## src/rtl/store_buffer.sv

```systemverilog
// Word-store write buffer between MEM stage and data memory: circular store FIFO,
// youngest-match load forwarding, and ownership of the data-memory port.
// Optional feature macro: STBUF_FWD_EN (load forwarding; otherwise matching loads stall).
module store_buffer #(
    parameter int DEPTH = 4,
    parameter int AW    = 32,
    parameter int DW    = 32
) (
    input  logic                   clk,
    input  logic                   reset,
    input  logic                   st_valid,
    input  logic [AW-1:0]          st_addr,
    input  logic [DW-1:0]          st_data,
    output logic                   st_ready,
    input  logic                   ld_req,
    input  logic [AW-1:0]          ld_addr,
    output logic                   ld_hit,
    output logic [DW-1:0]          ld_fwd_data,
    output logic                   ld_stall,
    output logic [AW-1:0]          mem_addr,
    output logic [DW-1:0]          mem_wdata,
    output logic                   mem_we,
    output logic                   mem_re,
    output logic                   empty,
    output logic [$clog2(DEPTH):0] count
);

    localparam int IW = $clog2(DEPTH);
    localparam int PW = IW + 1;

    logic [AW-1:0] addr_mem [DEPTH];
    logic [DW-1:0] data_mem [DEPTH];
    logic [PW-1:0] head;
    logic [PW-1:0] tail;
    logic [IW-1:0] head_idx;
    logic [IW-1:0] tail_idx;
    logic          full;
    logic          push;
    logic          drain;
    logic          match;
`ifdef STBUF_FWD_EN
    logic [DW-1:0] match_data;
`endif

    assign head_idx = head[IW-1:0];
    assign tail_idx = tail[IW-1:0];
    assign empty    = (head == tail);
    assign full     = (head[IW] != tail[IW]) && (head_idx == tail_idx);
    assign count    = tail - head;
    assign st_ready = !full;
    // A store offered while full is refused even if a drain frees a slot this cycle.
    assign push     = st_valid && !full;
    assign mem_we   = drain;

    // Walk occupied entries oldest to youngest so the last hit is the youngest match.
    always_comb begin
        // NOTE: every combinational output gets a default first so no path infers a latch.
        match = 1'b0;
`ifdef STBUF_FWD_EN
        match_data = '0;
`endif
        for (int i = 0; i < DEPTH; i++) begin
            if (i < int'(count) &&
                addr_mem[head_idx + IW'(i)][AW-1:2] == ld_addr[AW-1:2]) begin
                match = 1'b1;
`ifdef STBUF_FWD_EN
                match_data = data_mem[head_idx + IW'(i)];
`endif
            end
        end
    end

    // Port arbitration; reset gates every strobe regardless of ld_req.
    always_comb begin
        drain       = 1'b0;
        mem_re      = 1'b0;
        ld_hit      = 1'b0;
        ld_stall    = 1'b0;
        ld_fwd_data = '0;
        if (!reset) begin
            if (ld_req && match) begin
`ifdef STBUF_FWD_EN
                ld_hit      = 1'b1;
                ld_fwd_data = match_data;
`else
                ld_stall    = 1'b1;
`endif
                drain = 1'b1;
            end else if (ld_req && !full) begin
                mem_re = 1'b1;
            end else if (ld_req) begin
                ld_stall = 1'b1;
                drain    = 1'b1;
            end else begin
                drain = !empty;
            end
        end
    end

    always_comb begin
        mem_addr  = '0;
        mem_wdata = '0;
        if (mem_re) begin
            mem_addr = ld_addr;
        end else if (!empty) begin
            mem_addr = addr_mem[head_idx];
        end
        if (!empty) begin
            mem_wdata = data_mem[head_idx];
        end
    end

    // NOTE: sequential state uses non-blocking assignments so all registers update together.
    always_ff @(posedge clk or posedge reset) begin
        if (reset) begin
            head <= '0;
            tail <= '0;
        end else begin
            if (push) begin
                tail <= tail + 1'b1;
            end
            if (drain) begin
                head <= head + 1'b1;
            end
        end
    end

    // NOTE: storage is not reset; the pointers alone decide which entries are live.
    always_ff @(posedge clk) begin
        if (push) begin
            addr_mem[tail_idx] <= st_addr;
            data_mem[tail_idx] <= st_data;
        end
    end

endmodule

```

## config.mk

```make
export PLATFORM = sky130hd
export DESIGN_NAME = store_buffer
export DESIGN_NICKNAME = d
export VERILOG_FILES = /design/src/rtl/store_buffer.sv
export SDC_FILE = /design/constraint.sdc
export NUM_CORES = 1
export LEC_CHECK = 0
export ABC_AREA = 1
export BUFFER_PORTS_ARGS = -buffer_cell sky130_fd_sc_hd__buf_2
export CAP_MARGIN = 20
export CORE_MARGIN = 2
export CORE_UTILIZATION = 30
export DETAILED_ROUTE_END_ITERATION = 16
export SLEW_MARGIN = 10
export SYNTH_ARGS = -nofsm -noshare
export SYNTH_HDL_FRONTEND = slang
export SYNTH_SLANG_ARGS = --single-unit
```

## constraint.sdc

```tcl
create_clock -name clk -period 5.9 [get_ports clk]
set_clock_uncertainty 0.05 [all_clocks]
set_input_delay 0.885 -clock clk [delete_from_list [all_inputs] [get_ports clk]]
set_output_delay 0.885 -clock clk [all_outputs]
set_load 0.02 [all_outputs]
```

After elaboration in Yosys (flattened, before gate mapping)
Memories as Yosys holds them, arrays and structs flattened.
Index checks and enable logic that the tools add are counted.
{"block": "word_totals", "register_bits": 6, "ram_bits": 256, "output_inout_bits": 105, "memories": 2}
{"block": "op_classes", "add_sub_neg": 6, "n_lt_le_gt_ge": 4, "n_eq_ne": 7, "n_mux": 20, "n_reduce_logical": 10}
{"name": "addr_mem", "words": 4, "word_bits": 32, "rd": 4, "rd_ports_with_merged_regs": 0, "wr": 1, "line_no": "31", "text": "logic [AW-1:0] addr_mem [DEPTH];"}
{"name": "data_mem", "words": 4, "word_bits": 32, "rd": 1, "rd_ports_with_merged_regs": 0, "wr": 1, "line_no": "32", "text": "logic [DW-1:0] data_mem [DEPTH];"}
{"op": "== test 30 bit", "n": 4}
{"op": "two-way mux 32 bit", "n": 3}
{"op": "two-way mux 1 bit", "n": 17}
{"op": "logical AND 1 bit", "n": 8}
{"op": "adder 3 x 1 -> 3 bit, second input constant", "n": 2}
{"op": "less-than comparator 1 x 3 -> 1 bit, first input constant", "n": 2}
{"op": "less-than comparator 2 x 3 -> 1 bit, first input constant", "n": 2}
{"op": "adder 2 bit, second input constant", "n": 2}
{"op": "== test 3 bit", "n": 1}
{"op": "subtractor 3 bit", "n": 1}
{"op": "adder 2 x 1 -> 2 bit, second input constant", "n": 1}
{"op": "== test 2 bit", "n": 1}
{"op": "logical NOT 1 bit", "n": 2}
{"op": "inequality test 1 bit", "n": 1}

Depth between registers and ports, before layout
Gate-level depths: netlist of the first run.
{"block": "depth", "ltp_word": 11, "depth_mapped": 21, "depth_no_buf": 19}

Worst setup path before layout of the first run
Ideal clock, no wire load.
{"block": "synth_path", "path_type": "reg2reg", "start": "register head[1]", "end": "memory addr_mem[3][0], enable pin", "setup_ns": 0.489, "t_arrival_ns": 4.730, "slack_ns": 0.631, "path_stages_with_launch": 10, "synth_period_minus_slack_ns": 5.269, "path_cell_list": "dfrtp_1 > buf_2 > inv_2 > buf_4 > buf_2 > buf_1 > ha_1 > nand3_1 > nand2_1 > nor2_1"}
{"block": "synth_via", "elab_chain_cells": 6}
{"item": "from (decl)", "line_no": "33", "text": "logic [PW-1:0] head;"}
{"item": "from (signal assigned)", "line_no": "123", "text": "head <= head + 1'b1;"}
{"item": "== test 2 bit", "line_no": "48", "text": "assign full = (head[IW] != tail[IW]) && (head_idx == tail_idx);"}
{"item": "logical AND 1 bit", "line_no": "48"}
{"item": "logical NOT 1 bit"}
{"item": "via st_ready", "line_no": "14", "text": "output logic st_ready,"}
{"item": "logical AND 1 bit", "line_no": "52", "text": "assign push = st_valid && !full;"}
{"item": "two-way mux 1 bit", "line_no": "130", "text": "if (push) begin"}
{"item": "two-way mux 1 bit (not written as such)", "line_no": "131", "text": "addr_mem[tail_idx] <= st_addr;"}
{"item": "to (decl)", "line_no": "31"}
The timed path passes the listed nets, and every way through them passes these cells.

Worst setup path in the final report of the first run
{"block": "layout_path", "start": "register head[0]", "end": "output port mem_addr[20]"}
{"block": "layout_via", "elab_chain_cells": 11, "elab_cells_between_ends": 32, "classes_between": "add/sub: 4; order compare: 4; eq/ne: 6; mux: 9; reduce/logical: 8; memory: 1"}
{"item": "adder 2 x 1 -> 2 bit (tied with other cells)", "line_no": "64", "text": "addr_mem[head_idx + IW'(i)][AW-1:2] == ld_addr[AW-1:2]) begin"}
{"item": "memory read (4 x 32 bit) (tied with other cells)"}
{"item": "== test 30 bit / logical AND 1 bit (equally long branches)", "line_no": "64, 63"}
{"item": "logical AND 1 bit / two-way mux 1 bit (equally long branches)", "line_no": "63", "text": "if (i < int'(count) &&"}
{"item": "two-way mux 1 bit (3 in a row)", "line_no": "63"}
{"item": "logical AND 1 bit", "line_no": "81", "text": "if (ld_req && match) begin"}
{"item": "two-way mux 1 bit", "line_no": "81"}
{"item": "two-way mux 1 bit", "line_no": "80", "text": "if (!reset) begin"}
{"item": "two-way mux 32 bit (*)", "line_no": "103", "text": "if (mem_re) begin"}
{"item": "to (decl)", "line_no": "20", "text": "output logic [AW-1:0] mem_addr,"}
Every way passes the cells marked *; elsewhere a longest branch is shown, timed or not.

==> results.ini, run 1 <==
[die]
fp-row-count=81
die_w_um=227
start_util=0.304
io_pins=205
core_area_mm2=0.0490
die_height_um=227
die-area_mm2=0.0514

[synth]
yosys_warnings=0
syn-cell-area_mm2=0.0149
syn_area_per_cell_um2=7.91
synth_cells=1882
synth.distinct_cells=22
ys_seq_area_frac=0.526
synth.top_cell.area_share=0.516
ys_seq_elements=262
synth.area.top_cells=edfxtp_1 (52%), nand2_1 (17%), nand3_1 (12%), nor2_1 (6.3%), o21ai_0 (2.4%)
synth_largest_area_cell=edfxtp_1

[grt]
grt_max_degree=70
grt_pass1_vias=12500
grt_pass1_wl_um=71800
grt-ovfl-total=0
antenna_found_initial=10
grt_util_all_layers=0.182

[worst_setup_path]
worstReg2RegStart=head[0]
crit_required_ns=4.97
slowest_delay_ns=0.73
worstSetupStartpointType=flop
crit_buf_inv=4
worstSetupEndpointType=output port
crit_chain=ha_2 > buf_4 > nand3_1 > nand3_1 > nand2_1 > nor2_1 > nand2_1 > nor2_1 > nand2_1 > nor2_1 > nor2_1 > nand2_1 > inv_2 > nand2_4 > buf_4 > nand2_1 > o21ai_1 > buf_2
path_depth=18
worst-setup-path-type=flop to output port
worstRegToRegCells=17
path_max_fanout=54
critPathTopFamily=simple AND/OR/NAND/NOR gates
rrSetupSlack_ns=2.46
rr_endpoint=head[0]
timing.critical_path.mode_cell=nand2_1
slowest_stage=dfrtp_4
worstPathArrival_ns=4.48

[route]
post-route-drc-count=0
drtIter0Drc=1168
final_antenna_net_count=0
drt-total-wl_um=47200
dr.pass1.iters=6
routedWlPerCell_um=17.4
viasPerCell=4.98
vias=13500

[run]
cap_violations=0

[clocking]
clk_pin_slew_ns=0.06
cts_setup_buffers=0
clkLatencyLatePin_ns=0.57
clockRootBuffer=clkbuf_16
cts_buffers=29
ctsLongestPathBuffers=3
cts_tree=built
htreeDepth=1
cts_sinks=262

[timing]
max_clock_freq_ghz=0.185
rsz0062_at_grt=no
finalCritPeriodShare=0.917
setup_violations=0
period_needed_ns=5.41
relSlewSlack=0.480
drv_slew=0
worst_pin_slew_ns=0.779
hold_violations=0
final.setup.tns_ns=0

[placed_design]
gp_congestion=0.893
dp_hpwl_um=32300
io_buffers=171

[power]
vdd_drop_max_mv=0.403
power_density_mw_per_mm2=629
p_leak_nw=7.53
total_power_mw=11.0

[hold_path]
hp-class=primary input to async pin

[layout]
nets=2126
syn_to_final_growth_pct=16.9
seqCellArea_mm2=0.00785
final.fill_count=5027
drive_above_1_share=0.125
multi_input_area_mm2=0.00633

[outcome]
outcome=finished clean

## through the flow
step,std cells,hold slack (ns),instance area (µm²),setup slack (ns),utilization
6_report,2710,0.255,17400,0.487,0.356
5_1_grt,2707,0.264,17400,0.0911,0.356
4_1_cts,2705,0.226,17400,0.424,0.355
3_5_place_dp,2651,0.429,16300,1.06,0.333
3_3_place_gp,2651,0.428,16300,1.15,0.333
2_1_floorplan,1914,0.413,15000,0.631,-
## synth_stat cells, drive strengths merged
cell type and number:
nand2 678, nand3 360, edfxtp 256, nor2 249, o21ai 108, buf 90, inv 54, a21oi 37
clkbuf 30, ha 7, dfrtp 6, xor2 4, and2 1, conb 1, fa 1
## flip-flops by register name (all words and copies together), names as in the netlist
signal    count
addr_mem    128
data_mem    128
head          3
tail          3
## report_power, final
group	switching, mW	internal (mW)
clock	0.771	1.26
sequential	0.191	2.51
combinational	4.41	1.81
## kinds of logic (layout without fill, tap and decap cells)
family                   count (synthesis)  count (layout)  synth area share
XOR/XNOR                                 4               4           0.00235
AO/OA/AOI/OAI                          145             145            0.0487
other                                    1              38          0.000252
adder cells (fa/ha/maj)                  8               8           0.00722
flip-flops                             262             262             0.526
buffers and inverters                  174             301            0.0597
AND/OR/NAND/NOR                       1288            1288             0.356
## per-layer routing
| layer | GRT usage | up-vias | part of all wire |
|---|---|---|---|
| met5 | 0 | - | 0.0014 |
| met4 | 0.0478 | 10 | 0.025 |
| met3 | 0.0354 | 83 | 0.085 |
| met2 | 0.302 | 590 | 0.46 |
| met1 | 0.243 | 6266 | 0.43 |
| li1 | - | 6549 | - |
## cells in the final DEF (no fill, tap or decap)
cell type	count
conb_1	33
a21oi_1	37
dfrtp_4	2
clkbuf_16	29
clkinv_1	3
inv_16	1
buf_12	7
nand2_1	677
nor2_1	244
buf_2	171
bufinv_16	8
fa_1	1
xor2_1	4
nor2_4	5
nand3_1	360
clkinv_4	1
clkinv_2	5
ha_2	1
and2_1	1
nand2_4	1
buf_4	15
edfxtp_1	256
dfrtp_1	4
clkbuf_1	2
diode_2	5
ha_1	6
inv_1	49
o21ai_1	38
inv_6	2
o21ai_0	70
clkinvlp_4	5
inv_2	3
## area by class of cell
type,count,area share
Sequential cell,262,0.451
Multi-Input combinational cell,1478,0.363
Timing Repair Buffer,193,0.0637
Tap cell,664,0.0477
Clock buffer,31,0.0421
Clock inverter,23,0.0199
Inverter,54,0.0120
Antenna cell,5,0.000719
## what timing repair did
action                                  in CTS  in global routing
gates resized for setup                      0                  1
endpoints found under the setup margin       0                  1
endpoints found under the hold margin        0                  0
hold buffers                                 0                  0
## how the worst max path moves through the flow
stage	from	to	slack (ns)
2_1_floorplan	head[1]	addr_mem[3][0]	0.63
3_3_place_gp	head[0]	mem_addr[16]	1.15
3_5_place_dp	head[0]	mem_addr[20]	1.06
4_1_cts	head[0]	mem_addr[20]	0.42
5_1_grt	head[0]	mem_addr[23]	0.09
6_report	head[0]	mem_addr[20]	0.49
Note: power is estimated with default switching activity, not from simulation.
==> run 2: changes to the inputs <==
--- a/config.mk
+++ b/config.mk
@@ -9,8 +9,9 @@
 export BUFFER_PORTS_ARGS = -buffer_cell sky130_fd_sc_hd__buf_2
 export CAP_MARGIN = 20
 export CORE_MARGIN = 2
-export CORE_UTILIZATION = 30
+export CORE_UTILIZATION = 25
 export DETAILED_ROUTE_END_ITERATION = 16
+export GPL_TIMING_DRIVEN = 0
 export SLEW_MARGIN = 10
 export SYNTH_ARGS = -nofsm -noshare
 export SYNTH_HDL_FRONTEND = slang
==> constraint.sdc (replaced) <==
create_clock -name clk -period 6.3 [get_ports clk]
set_clock_uncertainty 0.05 [all_clocks]
set_input_delay 0.945 -clock clk [delete_from_list [all_inputs] [get_ports clk]]
set_output_delay 0.945 -clock clk [all_outputs]
set_load 0.02 [all_outputs]
==> run 2 against run 1 <==
Hold slack gained 0.0027 ns. Combinational power grew 7.6%. Power shrank 1.3%. Cell area grew 4.0%. Global-route usage grew 0.45 points. Via count grew 6.0%. Die area grew 20%. Register-to-register slack lost 0.54 ns. Highest routed layer unchanged.
==> results.ini, run 2 (synthesized netlist as in run 1, its figures left out) <==
[outcome]
outcome=finished clean

[grt]
grt_max_degree=24  ; -66%
grt_pass1_vias=13000  ; +3.9%
use_met1=0.244  ; +0.000341
grt_pass1_wl_um=83800  ; +17%
grt-ovfl-total=0  ; unchanged
antenna_found_initial=18  ; +8
use_met3=0.0583  ; +0.0229
grt_busiest_layer=met2
grt.met2_usage=0.287  ; -0.0150
grt_util_all_layers=0.187  ; +0.00454

[power]
p_leak_nw=7.90  ; +4.8%
vdd_drop_max_mv=0.310  ; -23%
power_density_mw_per_mm2=597  ; -5.1%

[layout]
multi_input_area_mm2=0.00632  ; -0.16%
final.fill_count=6281  ; +25%
stdcell_area_mm2=0.0181  ; +4.0%
final_cell_mix=nand2_1 (677), nand3_1 (360), edfxtp_1 (256)
stdcell_count=2932  ; +8.2%
layout_commonest_cell=nand2_1
drive_above_1_share=0.148  ; +0.0224
seqCellArea_mm2=0.00784  ; about the same
nets=2237  ; +5.2%
reg.largest.list=addr_mem x128, data_mem x128
syn_to_final_growth_pct=21.6

[timing]
hold_ws_ns=0.258  ; +0.00271 ns
hold_violations=0  ; unchanged
final.setup.tns_ns=0  ; unchanged
worst_pin_slew_ns=1.07  ; +0.287 ns
setup_violations=0  ; unchanged
period_needed_ns=5.80
max_clock_freq_ghz=0.173
finalWorstSetupSlack_ns=0.505  ; +0.0176 ns
finalCritPeriodShare=0.920
relSlewSlack=0.289  ; -0.191
rsz0062_at_grt=no
drv_slew=0  ; unchanged

[worst_setup_path]
worstSetupEndpointType=output port
worstSetupStartpointType=flop
rrSetupSlack_ns=1.92  ; -0.54 ns
worst-setup-path-type=flop to output port
path_max_fanout=10  ; -81%
worstPathArrival_ns=4.80  ; +0.32 ns
crit_required_ns=5.30  ; +0.33 ns

[clocking]
ctsLongestPathBuffers=3  ; unchanged
htreeDepth=1  ; unchanged
cts_sinks=262  ; unchanged
clk_pin_slew_ns=0.07  ; about the same
cts_setup_buffers=0  ; unchanged
cts_tree=built
clockRootBuffer=clkbuf_16
cts_buffers=28  ; -3.4%
post_cts_resized=0  ; unchanged
clkLatencyLatePin_ns=0.61  ; +0.04 ns
cts_hold_buf=0  ; unchanged

[route]
final_antenna_net_count=0  ; unchanged
viasPerCell=4.88  ; -2.1%
vias=14300  ; +6.0%
post-route-drc-count=0  ; unchanged
drt-total-wl_um=58900  ; +25%
routedWlPerCell_um=20.1  ; +15%
drtIter0Drc=1801  ; +54%
dr.pass1.iters=6  ; unchanged

[die]
die-area_mm2=0.0615  ; +20%
fp-row-count=89  ; +9.9%
start_util=0.253  ; -0.0514
die_w_um=248  ; +9.4%
io_pins=205  ; unchanged
core_area_mm2=0.0589  ; +20%
die_height_um=248  ; +9.4%

[placed_design]
dpl_worst_slack_ns=1.33  ; +0.270 ns
dp_hpwl_um=42400  ; +31%
gp_congestion=0.988  ; +11%
dp_cells=2872  ; +8.3%
placed_area_mm2=0.0172  ; +5.3%
io_buffers=171  ; unchanged

[run]
cap_violations=0  ; unchanged

[hold_path]
hp-class=primary input to async pin

## run 2: changes by cell type in the layout (fill, tap and decap cells not counted), sizes merged
cell,change
clkinvlp,-4
diode,+3
buf,+82
clkinv,+9
inv,-1
clkbuf,+30
bufinv,-6
## run 2: path summary, 6_finish.rpt
path,from,endpoint,cells after the start
setup reg to reg,head[1],data_mem[2][3],12
setup / recovery,head[1],mem_addr[31],19
min in group clk,tail[2],tail[2],1
hold reg to reg,tail[2],tail[2],1
hold / removal,reset,head[0],2
max in group asynchronous,reset,tail[2],2
## run 2: per-stage QoR
stage / utilization / power [mW]
global route: 0.307 / 11.5
floorplan: - / 6.59
finish: 0.307 / 10.8
CTS: 0.307 / 10.7
global placement: 0.286 / 8.95
detailed placement: 0.292 / 9.07
## run 2: area by class of cell
type,count,share of cell area
antenna,8,0.00111
buffer,120,0.0378
clock buffer,31,0.0393
clock inverter,21,0.0103
inverter,54,0.0113
multi-input combinational,1478,0.349
sequential,262,0.433
tap,773,0.0534
timing repair buffer,185,0.0651
## run 2: per-layer routing
metal | wire length, µm | share of wire
met1 | 23100 | 0.39
met2 | 25400 | 0.43
met3 | 7540 | 0.13
met4 | 2700 | 0.046
met5 | 123 | 0.0021
## run 2: worst max-delay path, cell delays in order (launching register included)
cell and delay [ns]:
dfrtp_1 0.43, ha_1 0.30, buf_2 0.23, clkbuf_1 0.82, nand3_1 0.23, nand3_1 0.24
nand2_1 0.07, nor2_1 0.10, nand2_1 0.11, nor2_1 0.12, nand2_1 0.08, nor2_1 0.09
nor2_1 0.04, nand2_1 0.18, inv_2 0.08, nand2_4 0.17, buf_4 0.28, nand2_1 0.07
o21ai_1 0.27, buf_2 0.26
## run 2: power by group
| part | internal (mW) | switching, mW | total, mW |
|---|---|---|---|
| Clock | 0.901 | 0.730 | 1.63 |
| Sequential | 2.34 | 0.138 | 2.48 |
| Combinational | 1.87 | 4.82 | 6.69 |
| Total | 5.12 | 5.69 | 10.8 |
==> run 3: changes to the inputs <==
--- a/config.mk
+++ b/config.mk
@@ -12,6 +12,7 @@
 export CORE_UTILIZATION = 25
 export DETAILED_ROUTE_END_ITERATION = 16
 export GPL_TIMING_DRIVEN = 0
+export REMOVE_ABC_BUFFERS = 1
 export SLEW_MARGIN = 10
 export SYNTH_ARGS = -nofsm -noshare
 export SYNTH_HDL_FRONTEND = slang
==> run 3 against run 2 <==
Setup slack got worse by 0.19 ns. Non-clock buffer count fell by 111. Clock power barely moved. Sequential power rose by 3%. Via count fell by 4.7%. Utilization fell by 0.65 points. Global-route usage fell by 3.4 points. Count of clock-buffer cells in the layout rose by 6. Final cell count fell by 3.6%. Highest routed layer unchanged.
==> results.ini, run 3 (synthesized netlist as in run 1, its figures left out) <==
[layout]
syn_to_final_growth_pct=19.0
final_cell_mix=nand2_1 (677), nand3_1 (360), edfxtp_1 (256)
seqCellArea_mm2=0.00785  ; about the same
drive_above_1_share=0.122  ; -0.0256
final.fill_count=6147  ; -2.1%
layout_commonest_cell=nand2_1
stdcell_area_mm2=0.0177  ; -2.1%
multi_input_area_mm2=0.00636  ; +0.63%
finalCoreUtilization=0.301  ; -0.00650
reg.largest.list=addr_mem x128, data_mem x128
nets=2129  ; -4.8%

[clocking]
cts_tree=built
clkLatencyLatePin_ns=0.57  ; -0.04 ns
htreeDepth=1  ; unchanged
clk_pin_slew_ns=0.06  ; about the same
clockRootBuffer=clkbuf_16
cts_sinks=262  ; unchanged
cts_buffers=30  ; +7.1%
ctsLongestPathBuffers=3  ; unchanged

[timing]
hold_violations=0  ; unchanged
setup_violations=0  ; unchanged
final.setup.tns_ns=0  ; unchanged
finalWorstSetupSlack_ns=0.313  ; -0.192 ns
finalCritPeriodShare=0.950  ; +0.0304
hold_ws_ns=0.296  ; +0.0384 ns
period_needed_ns=5.99  ; +0.192 ns
max_clock_freq_ghz=0.167  ; -3.2%
rsz0062_at_grt=no
drv_slew=0  ; unchanged
relSlewSlack=0.435  ; +0.146
worst_pin_slew_ns=0.846  ; -0.220 ns

[grt]
grt_util_all_layers=0.153  ; -0.0340
grt-ovfl-total=0  ; unchanged
grt_pass1_vias=12400  ; -4.0%
grt_pass1_wl_um=71900  ; -14%
antenna_found_initial=15  ; -3
grt_max_degree=120  ; +400%

[die]
io_pins=205  ; unchanged
die_height_um=248  ; unchanged
die_w_um=248  ; unchanged
fp-row-count=89  ; unchanged
start_util=0.253  ; unchanged
die-area_mm2=0.0615  ; unchanged
core_area_mm2=0.0589  ; unchanged

[route]
drt-total-wl_um=50000  ; -15%
viasPerCell=4.82  ; -1.1%
drtIter0Drc=1180  ; -34%
final_antenna_net_count=0  ; unchanged
routedWlPerCell_um=17.7  ; -12%
dr.pass1.iters=7  ; +1
post-route-drc-count=0  ; unchanged
vias=13600  ; -4.7%

[worst_setup_path]
crit_chain=buf_16 > buf_16 > inv_8 > buf_16 > nand2_1 > nand3_1 > nand2_1 > nand2_1 > nand2_1 > nor2_1 > nand2_1 > nor2_1 > nand2_1 > nor2_1 > nor2_1 > nand2_1 > inv_2 > nand2_4 > o21ai_1 > buf_2
slowest_stage=dfrtp_4
worstSetupStartpointType=flop
worstSetupEndpointType=output port
worstPathArrival_ns=4.99  ; +0.19 ns
rr_endpoint=data_mem[1][8]
slowest_delay_ns=0.69  ; -0.13 ns
worstReg2RegStart=head[1]
crit_required_ns=5.30  ; about the same
path_max_fanout=78  ; +68
rrSetupSlack_ns=1.85  ; -0.07 ns
worst-setup-path-type=flop to output port
worstRegToRegCells=10  ; -2
timing.critical_path.mode_cell=nand2_1

[power]
power_frac_comb=0.595  ; -0.024
clkPwrFrac=0.158  ; +0.007
switching_share=0.502  ; -0.0241
p_int_mw=5.14  ; +0.43%
vdd_drop_max_mv=0.315  ; +1.6%
power_density_mw_per_mm2=583  ; -2.4%
switchingPower_mw=5.19  ; -8.8%
p_leak_nw=7.58  ; -4.0%
p_seq_frac=0.247  ; +0.017

[placed_design]
dpl_worst_slack_ns=0.120  ; -1.21 ns
dp_hpwl_um=33800  ; -20%
gp_congestion=0.838  ; -15%
io_buffers=171  ; unchanged
placed_area_mm2=0.0167  ; -2.9%

[outcome]
outcome=finished clean

[run]
cap_violations=0  ; unchanged

[hold_path]
hp-class=primary input to async pin

run 3: cell count changes in the layout (fill, tap and decap cells not counted), sizes merged:
cell,change
nand2,+1
diode,-1
clkinv,-1
clkbuf,-23
bufinv,-1
buf,-82
run 3: critical path, delay by kind of cell (launching register included):
family,cells,cell delay [ns]
buf+inv,6,1.58
compound gates,1,0.21
simple gates,13,1.74
flops,1,0.69
run 3: what timing repair did:
| action | 4_1_cts | 5_1_grt |
|---|---|---|
| pin swaps | 1 | 2 |
| buffers inserted | 1 | 1 |
| hold endpoints to repair | 0 | 0 |
| hold buffers | 0 | 0 |
| gates cloned | 0 | 2 |
| setup endpoints to repair | 33 | 33 |
| resized for setup | 1 | 3 |
run 3: power by group through the flow:
| stage | logic [mW] | clock network [mW] | registers, mW |
|---|---|---|---|
| finish | 6.14 | 1.63 | 2.56 |
| global route | 6.81 | 1.73 | 2.59 |
| CTS | 6.04 | 1.66 | 2.55 |
| detailed placement | 5.97 | 0 | 2.59 |
| global placement | 5.57 | 0 | 2.87 |
| floorplan | 3.77 | 0 | 2.67 |
run 3: area by class of cell:
cell class / instances / area share
repair buffers: 194 / 0.0796
inverters: 54 / 0.0121
clock buffers: 37 / 0.0438
well taps: 773 / 0.0546
clock inverters: 19 / 0.00762
diodes: 7 / 0.000988
flip-flops and latches: 262 / 0.443
multi-input cells: 1479 / 0.359
run 3: metal layers:
layer	vias to the layer above	track usage	wire length [µm]
met1	6303	0.185	19900
met5	-	0	125
li1	6560	-	-
met2	630	0.263	23800
met3	112	0.0415	4820
met4	20	0.0483	1350
run 3: through the flow:
step                cells  total power, mW
floorplan            1794             6.44
global placement     2738             8.44
finish               2825             10.3
detailed placement   2758             8.55
CTS                  2815             10.3
global route         2822             11.1
run 3: worst max path at each step:
stage	start	end
global route	head[0]	mem_addr[0]
finish	head[0]	mem_addr[3]
CTS	head[0]	mem_addr[13]
global placement	head[1]	mem_we
floorplan	head[0]	mem_addr[0]
detailed placement	head[0]	mem_addr[13]
